**src/rtl/branch_predictor_if.sv**
```systemverilog
// Fetch/execute-facing bundle for the branch predictor:
// lookup request, registered prediction, and resolved-branch training.
interface branch_predictor_if #(
  parameter int XLEN = 32
);
  logic            lookup_valid_i;
  logic [XLEN-1:0] lookup_pc_i;
  logic            pred_valid_o;
  logic            pred_taken_o;
  logic [XLEN-1:0] pred_target_o;
  logic            upd_valid_i;
  logic            upd_is_branch_i;
  logic [XLEN-1:0] upd_pc_i;
  logic            upd_taken_i;
  logic [XLEN-1:0] upd_target_i;

  modport master (
    output lookup_valid_i, lookup_pc_i,
    output upd_valid_i, upd_is_branch_i,
    output upd_pc_i, upd_taken_i, upd_target_i,
    input  pred_valid_o, pred_taken_o, pred_target_o
  );

  modport slave (
    input  lookup_valid_i, lookup_pc_i,
    input  upd_valid_i, upd_is_branch_i,
    input  upd_pc_i, upd_taken_i, upd_target_i,
    output pred_valid_o, pred_taken_o, pred_target_o
  );
endinterface

```
**src/rtl/branch_predictor.sv**
```systemverilog
// 2-bit counter table + tagged BTB, registered prediction, read-first.
// Define BP_GSHARE_EN to xor a global history into the counter index.
module branch_predictor #(
  parameter int XLEN     = 32,
  parameter int ENTRIES  = 64,
  parameter int TAG_BITS = 8
) (
  input logic               clk,
  input logic               rst_n,
  branch_predictor_if.slave bp
);
  localparam int IDX_BITS = $clog2(ENTRIES);
  localparam int TAG_LO   = IDX_BITS + 2;
  localparam int TAG_HI   = IDX_BITS + TAG_BITS + 1;

  typedef logic [IDX_BITS-1:0] idx_t;
  typedef logic [TAG_BITS-1:0] tag_t;

  logic [1:0]      ctr    [ENTRIES];
  logic [ENTRIES-1:0] btb_v;
  tag_t            btb_tag [ENTRIES];
  logic [XLEN-1:0] btb_tgt [ENTRIES];

  idx_t l_idx;
  idx_t l_cidx;
  tag_t l_tag;
  logic l_hit;
  logic l_taken;
  idx_t u_idx;
  idx_t u_cidx;
  tag_t u_tag;
  logic u_hit;
  logic u_en;
  logic unused;

  assign unused = ^{bp.lookup_pc_i[XLEN-1:TAG_HI+1],
                    bp.lookup_pc_i[1:0],
                    bp.upd_pc_i[XLEN-1:TAG_HI+1],
                    bp.upd_pc_i[1:0]};

  assign l_idx = bp.lookup_pc_i[TAG_LO-1:2];
  assign l_tag = bp.lookup_pc_i[TAG_HI:TAG_LO];
  assign u_idx = bp.upd_pc_i[TAG_LO-1:2];
  assign u_tag = bp.upd_pc_i[TAG_HI:TAG_LO];

`ifdef BP_GSHARE_EN
  idx_t ghr;

  // Lookup and update both see pre-shift history.
  assign l_cidx = l_idx ^ ghr;
  assign u_cidx = u_idx ^ ghr;

  always_ff @(posedge clk or negedge rst_n) begin
    if (!rst_n) begin
      ghr <= '0;
    end else if (u_en) begin
      ghr <= {ghr[IDX_BITS-2:0], bp.upd_taken_i};
    end
  end
`else
  assign l_cidx = l_idx;
  assign u_cidx = u_idx;
`endif

  assign l_hit   = btb_v[l_idx] && (btb_tag[l_idx] == l_tag);
  assign l_taken = l_hit && ctr[l_cidx][1];
  assign u_hit   = btb_v[u_idx] && (btb_tag[u_idx] == u_tag);
  assign u_en    = bp.upd_valid_i && bp.upd_is_branch_i;

  always_ff @(posedge clk or negedge rst_n) begin
    if (!rst_n) begin
      bp.pred_valid_o  <= 1'b0;
      bp.pred_taken_o  <= 1'b0;
      bp.pred_target_o <= '0;
    end else begin
      bp.pred_valid_o  <= bp.lookup_valid_i;
      bp.pred_taken_o  <= bp.lookup_valid_i && l_taken;
      bp.pred_target_o <= (bp.lookup_valid_i && l_taken)
                        ? btb_tgt[l_idx] : '0;
    end
  end

  always_ff @(posedge clk or negedge rst_n) begin
    if (!rst_n) begin
      btb_v <= '0;
      for (int i = 0; i < ENTRIES; i++) begin
        ctr[i]     <= 2'b01;
        btb_tag[i] <= '0;
        btb_tgt[i] <= '0;
      end
    end else if (u_en) begin
      unique case (1'b1)
        u_hit && bp.upd_taken_i: begin
          if (ctr[u_cidx] != 2'b11)
            ctr[u_cidx] <= ctr[u_cidx] + 2'd1;
          btb_tgt[u_idx] <= bp.upd_target_i;
        end
        u_hit && !bp.upd_taken_i: begin
          if (ctr[u_cidx] != 2'b00)
            ctr[u_cidx] <= ctr[u_cidx] - 2'd1;
        end
        !u_hit && bp.upd_taken_i: begin
          btb_v[u_idx]   <= 1'b1;
          btb_tag[u_idx] <= u_tag;
          btb_tgt[u_idx] <= bp.upd_target_i;
          ctr[u_cidx]    <= 2'b10;
        end
        default: ;
      endcase
    end
  end
endmodule

```
**src/flat_wrapper.sv**
```systemverilog
// flat-port wrapper written by rule: the top's interface ports become plain ports
module branch_predictor_flat 
#(
  parameter int XLEN     = 32,
  parameter int ENTRIES  = 64,
  parameter int TAG_BITS = 8
)
  (clk, rst_n, bp_lookup_valid_i, bp_lookup_pc_i, bp_upd_valid_i, bp_upd_is_branch_i, bp_upd_pc_i, bp_upd_taken_i, bp_upd_target_i, bp_pred_valid_o, bp_pred_taken_o, bp_pred_target_o);
  branch_predictor_if #(.XLEN(XLEN)) bp_i ();
  input logic clk;
  input logic rst_n;
  input wire logic [$bits(bp_i.lookup_valid_i)-1:0] bp_lookup_valid_i;
  input wire logic [$bits(bp_i.lookup_pc_i)-1:0] bp_lookup_pc_i;
  input wire logic [$bits(bp_i.upd_valid_i)-1:0] bp_upd_valid_i;
  input wire logic [$bits(bp_i.upd_is_branch_i)-1:0] bp_upd_is_branch_i;
  input wire logic [$bits(bp_i.upd_pc_i)-1:0] bp_upd_pc_i;
  input wire logic [$bits(bp_i.upd_taken_i)-1:0] bp_upd_taken_i;
  input wire logic [$bits(bp_i.upd_target_i)-1:0] bp_upd_target_i;
  output wire logic [$bits(bp_i.pred_valid_o)-1:0] bp_pred_valid_o;
  output wire logic [$bits(bp_i.pred_taken_o)-1:0] bp_pred_taken_o;
  output wire logic [$bits(bp_i.pred_target_o)-1:0] bp_pred_target_o;
  assign bp_i.lookup_valid_i = bp_lookup_valid_i;
  assign bp_i.lookup_pc_i = bp_lookup_pc_i;
  assign bp_i.upd_valid_i = bp_upd_valid_i;
  assign bp_i.upd_is_branch_i = bp_upd_is_branch_i;
  assign bp_i.upd_pc_i = bp_upd_pc_i;
  assign bp_i.upd_taken_i = bp_upd_taken_i;
  assign bp_i.upd_target_i = bp_upd_target_i;
  assign bp_pred_valid_o = bp_i.pred_valid_o;
  assign bp_pred_taken_o = bp_i.pred_taken_o;
  assign bp_pred_target_o = bp_i.pred_target_o;
  branch_predictor #(.XLEN(XLEN), .ENTRIES(ENTRIES), .TAG_BITS(TAG_BITS)) u_core (.clk(clk), .rst_n(rst_n), .bp(bp_i));
endmodule
```
**config.mk**
```make
export PLATFORM = sky130hd
export DESIGN_NAME = branch_predictor_flat
export DESIGN_NICKNAME = d
export VERILOG_FILES = /design/src/rtl/branch_predictor_if.sv /design/src/rtl/branch_predictor.sv /design/src/flat_wrapper.sv
export SDC_FILE = /design/constraint.sdc
export NUM_CORES = 2
export LEC_CHECK = 0
export CAP_MARGIN = 5
export CORE_MARGIN = 5
export CORE_UTILIZATION = 50
export DETAILED_ROUTE_END_ITERATION = 8
export GPL_TIMING_DRIVEN = 0
export PLACE_DENSITY_LB_ADDON = 0.1
export SYNTH_ARGS = -nofsm -noshare
export SYNTH_HDL_FRONTEND = slang
export SYNTH_SLANG_ARGS = --single-unit
```
**constraint.sdc**
```tcl
create_clock -name clk -period 10.7 [get_ports clk]
set_clock_uncertainty 0.2 [all_clocks]
set_input_delay 1.605 -clock clk [delete_from_list [all_inputs] [get_ports clk]]
set_output_delay 1.605 -clock clk [all_outputs]
set_load 0.03 [all_outputs]
```
### Yosys cells after proc, flatten, opt, wreduce, memory -nomap -nowiden

Index checks and enable logic that the tools add are counted.

* RAM bits: 0
* logic and storage cells: 268
* bits of input ports: 102
* output and inout bits: 34
* memories: 0
* bits in latches: 0
* bits in registers: 2786
* bits in read-only memories: 0

* reductions and logical operators: 18
* multipliers: 0
* add/sub/neg operators: 2
* bitwise operators: 6
* divide/modulo/power cells: 0
* shifts and indexed selects: 0
* muxes and demuxes: 35
* equal/unequal tests: 5
* $lt $le $gt $ge: 6

Operator list (number)
* $bwmux W2048: 1
* $bwmux W512: 1
* $pmux W128 S3: 1
* $bwmux W128: 2
* $mux W128: 2
* $bmux W32 S6: 1
* $demux W32 S6: 1
* $mux W32: 4
* $or A64 B64 Y64: 2
* $bmux W8 S6: 2
* $and A64 B64 Y64: 1
* $not A64 Y64: 1
* $demux W8 S6: 1
* $mux W8: 5
* $bmux W2 S6: 2
* $eq A8 B8 Y1: 2
* $ge A7 B7 Y1 const B: 2
* $lt A6 B7 Y1 const B: 2
* $not A6 Y7: 2
* $bmux W1 S6: 2
* $demux W2 S6: 1
* $logic_and A1 B1 Y1: 10
* $mux W2: 5
* $lt A7 B1 Y1 const B: 1
* 12 further kinds: 18

### Depth between registers and ports, before layout

* word-level depth: 10
* mapped depth: 23
* mapped depth without buffers: 14

### Worst setup path after synthesis

Ideal clock, no wire load.

* kind: input port to flip-flop
* start point: in bp_upd_pc_i[4]
* end point: reg u_core.btb_tgt[225] in the netlist's numbering
* buffers on the path: 8
* slack: 4344 ps
* required time: 10375 ps
* stages on the path: 19
* setup time: 125 ps
* arrival: 6031 ps
* cells stage by stage: buf_2 > buf_2 > buf_2 > buf_2 > buf_1 > mux4_2 > a221oi_1 > o22a_1 > o211ai_1 > xor2_1 > a2111oi_2 > and4_1 > ha_1 > o211ai_1 > clkbuf_1 > buf_1 > nor2_1 > clkbuf_1 > mux2_2

* cells in the longest elaborated chain, start to end: 10
* elaborated cells between the ends (all ways): 19
* those cells by class: 2 x order compare; 1 x eq/ne; 8 x mux; 1 x bitwise; 7 x reduce/logical

Ends and longest elaborated chain
* from (decl): RTL line flat_wrapper.sv:16 `input wire logic [$bits(bp_i.upd_pc_i)-1:0] bp_upd_pc_i;`
* $not A6 Y7 (not written as such): RTL line branch_predictor.sv:67, branch_predictor.sv:96, branch_predictor.sv:105
* $bmux W8 S6: RTL line branch_predictor.sv:67 `assign u_hit = btb_v[u_idx] && (btb_tag[u_idx] == u_tag);`
* $mux W8 (not written as such) (2 in a row): RTL line branch_predictor.sv:67
* $eq A8 B8 Y1: RTL line branch_predictor.sv:67
* $logic_and A1 B1 Y1: RTL line branch_predictor.sv:67
* $logic_not A1 Y1: RTL line branch_predictor.sv:102 `!u_hit && bp.upd_taken_i: begin`
* $logic_and A1 B1 Y1: RTL line branch_predictor.sv:102
* $reduce_or A2 Y1 (no line)
* $reduce_and A2 Y1 (no line)
* to (signal, indexed assignment): RTL line branch_predictor.sv:96 `btb_tgt[u_idx] <= bp.upd_target_i;`
* to (signal, indexed assignment): RTL line branch_predictor.sv:105 `btb_tgt[u_idx] <= bp.upd_target_i;`
* to (decl): RTL line branch_predictor.sv:22 `logic [XLEN-1:0] btb_tgt [ENTRIES];`

Several ways; a longest one is shown, not always the timed one. The select of a mux whose other input is x is not followed.
A chain may end at the register's enable or synchronous reset.

### Worst setup path after layout

* start point: in bp_upd_pc_i[3]
* end point: reg u_core.btb_tgt[88] in the netlist's numbering

Same word-level chain as after synthesis.

==> run_results.csv <==
group,metric,value,unit
placement,dp.cells,12470,
die,core-area,262300,um2
die,die-area,273500,um2
final_layout,fillers,21070,
timing,setup_violations,374,
worst_setup_path,cp.required,11240,ps
yosys,synth_flop_cell,"dfrtp_1",
yosys,synth-edff-count,0,
worst_setup_path,startpoint_type,"input port",
worst_setup_path,reg2reg_to,"u_core.btb_tgt[88]",
route,wire_per_inst,41.82,um
route,wl,547.5,mm
timing,fin_crit,11240,ps
worst_setup_path,arrival,11770,ps
worst_setup_path,rr_worst_depth,15,
power,p_total,24.83,mW
die,ioPinCount,136,
min_path,holdPathStages,2,
worst_setup_path,endpoint_kind,"flop",
yosys,syn_area,131600,um2
clock_network,clk_latency,900,ps
clock_network,htreeDepth,5,
route,viasPerCell,6.965,
final_layout,stdcell_area,148600,um2
die,row_count,188,
worst_setup_path,path_class,"input port to flop",
grt,grt_use_total,39.63,%
clock_network,clk_pin_slew,50,ps
die,initial_core_util,50.16,%
die,die_y,523.0,um
flow_run,max_cap_violations,9,
power,max-vdd-ir-drop,0.0001386,V
final_layout,utilization,56.67,%
placement,pre_cts_slack,-885.4,ps
route,drt-initial-drc-count,12280,
worst_setup_path,crit_fanout,11,
power,p_per_area,167.1,nW/um2
route,num_vias,91190,
clock_network,cts.sinks,2786,
timing,holdWs,274.8,ps
yosys,ys_types,83,
worst_setup_path,rrSetupSlack,2820,ps
clock_network,cts_tree,"done",
timing,hold_viol,0,
route,drc,0,
placement,port_buffers,54,
clock_network,cts_root_buf,"clkbuf_16",
route,ant_nets,0,
die,die_x,523.0,um
timing,finalCritPeriodShare,105.0,%
timing,final.setup.tns,-67720,ps
power,leakage,68.87,nW
placement,dpl.hpwl,392.2,mm
grt,grt_pass1_vias,90450,
yosys,syn-num-nets,8934,
grt,antenna_found_initial,69,
yosys,yosys_warnings,0,
yosys,yosysSeqAreaShare,53.05,%
worst_setup_path,r2r-start,"u_core.btb_tag[320]",
timing,slew_headroom,-10.20,%
grt,grt_overflow,0,
timing,rsz0062_at_grt,"false",
timing,clock.fmax,88.99,MHz
yosys,post_synth.cell_area_avg,14.91,um2
placement,dpl_cell_area,138000,um2
yosys,async_reset_ff_share,100.0,%
yosys,syn_inst,8826,
run_status,status,"finished, violations left",
timing,slew_viol_final,78,
run_status,failed_checks,"capacitance limit, slew limit, setup timing",
final_layout,drive_above_1_share,45.11,%
worst_setup_path,cp-startpoint,"bp_upd_pc_i[3]",
clock_network,cts_buffer_depth,4,
clock_network,cts_inserted_buffers,315,
final_layout,nets,9384,
placement,gp_congestion,1.054,
worst_setup_path,endpoint,"u_core.btb_tgt[88]",
grt,grt_max_degree,189,
final_layout,final_cells,13090,
route,dr.pass1.iters,7,
timing,setup_ws,-537.0,ps
final_layout,area_delta_synth_final,12.97,%
yosys,ys_ff_latch,2786,
grt,grt_pass1_wl,747.8,mm
min_path,hold_path_class,"flop to flop",
timing,max_slew.worst_pin.slew,1653,ps
[sequential cells by signal (all words and copies together), names as in the netlist]
signal	cells
u_core.bp.pred_taken_o	1
u_core.bp.pred_target_o	32
u_core.bp.pred_valid_o	1
u_core.btb_tag	512
u_core.btb_tgt	2048
u_core.btb_v	64
u_core.ctr	128
[synthesized netlist by cell type (all sizes together), types with 25 or more instances]
cell    number  area [um2]
dfrtp     2722       68120
mux2      2599       29270
mux4       761       17140
clkbuf     477        1790
buf        404        2069
o21ai      223        1116
nand2      201       754.5
mux2i      190        1902
nor2       178       668.1
a21oi      157       785.8
a22oi      157        1179
a221oi      95       832.1
nand3       70       350.3
dfstp       64        1682
a22o        55       481.7
nand2b      49       306.5
or2         38       237.7
nor3        37       210.2
a31oi       35       219.0
nand4       25       156.4
o22ai       25       156.4
[layout by cell type (no fill, tap or decap), types with 17 or more instances in the layout]
cell type,instances
a221oi_1,95
nand2b_1,49
diode_2,63
a22o_1,55
nor2b_1,20
buf_1,109
clkbuf_1,522
or2_2,38
mux2i_1,190
nor2_2,34
nand2_1,201
clkinv_2,47
mux2_2,2491
buf_2,249
clkbuf_8,74
bufinv_16,18
nor3_1,31
mux2_1,108
mux4_2,761
o21ai_1,25
o31ai_1,17
dfrtp_1,2722
nor2_1,144
o21ai_0,198
clkdlybuf4s50_1,53
clkbuf_2,25
nand3_1,70
nand4_1,25
dfstp_2,64
a22oi_1,157
buf_16,24
o211ai_1,17
clkbuf_16,324
a31oi_1,35
buf_8,41
buf_4,35
o22ai_1,25
a21oi_1,157
buf_6,25
[timing repair]
item	CTS	global route
buffers inserted	0	0
resized for setup	0	3
hold buffers	0	0
setup endpoints to repair	0	576
[how the worst min path moves through the flow]
stage                                   start             endpoint
after floorplan               u_core.btb_v[1]      u_core.btb_v[1]
after global placement    u_core.btb_tgt[498]  u_core.btb_tgt[498]
after detailed placement       u_core.ctr[92]       u_core.ctr[92]
after CTS                      u_core.ctr[92]       u_core.ctr[92]
after global routing          u_core.ctr[102]      u_core.ctr[102]
final                         u_core.ctr[126]      u_core.ctr[126]
[metal layers]
layer / vias up / part of all wire (%) / global-route usage, %
li1: 34190 / - / -
met2: 6165 / 42 / 55.97
met4: 22 / 6.5 / 20.94
met3: 1617 / 13 / 16.83
met5: - / 0.093 / 1.299
met1: 49200 / 39 / 52.01
[report_power, final]
group          switching (mW)  internal (mW)  leakage [nW]
clock network            4.57           6.50          5.12
registers               0.316           11.0          38.2
logic                    1.52          0.894          25.6
total                    6.40           18.4          68.9
[kinds of logic after synthesis]
logic type | after synthesis | share of synthesized area (%)
AO/OA/AOI/OAI | 873 | 4.450
AND/OR/NAND/NOR | 705 | 2.672
adder cells (fa/ha/maj) | 6 | 0.05706
flip-flops | 2786 | 53.05
buffers and inverters | 894 | 2.971
XOR/XNOR | 12 | 0.07989
multiplexers | 3550 | 36.72
[critical path: stages]
cell	delay [ps]
buf_2	220
and3b_1	250
clkbuf_1	1040
buf_2	740
buf_2	600
clkbuf_1	870
a22oi_1	210
a31oi_1	840
a21oi_1	190
nand4_1	310
and4b_1	360
and4_1	540
ha_1	300
o211ai_1	480
clkbuf_1	470
buf_1	350
nor2_1	910
clkbuf_1	970
mux2_2	420
[area by class of cell]
type                       instances  area, um2  share of cell area [%]
antenna                           63      157.7                  0.1061
buffer                           879       3895                   2.621
clock buffer                     469       9383                   6.313
clock inverter                    86      996.0                  0.6701
inverter                          13      48.80                 0.03283
multi-input combinational       5146      57970                   39.00
sequential                      2786      69800                   46.96
tap                             3515       4398                   2.959
timing repair buffer             135       1979                   1.332
Note: power is estimated with default switching activity, not from simulation.
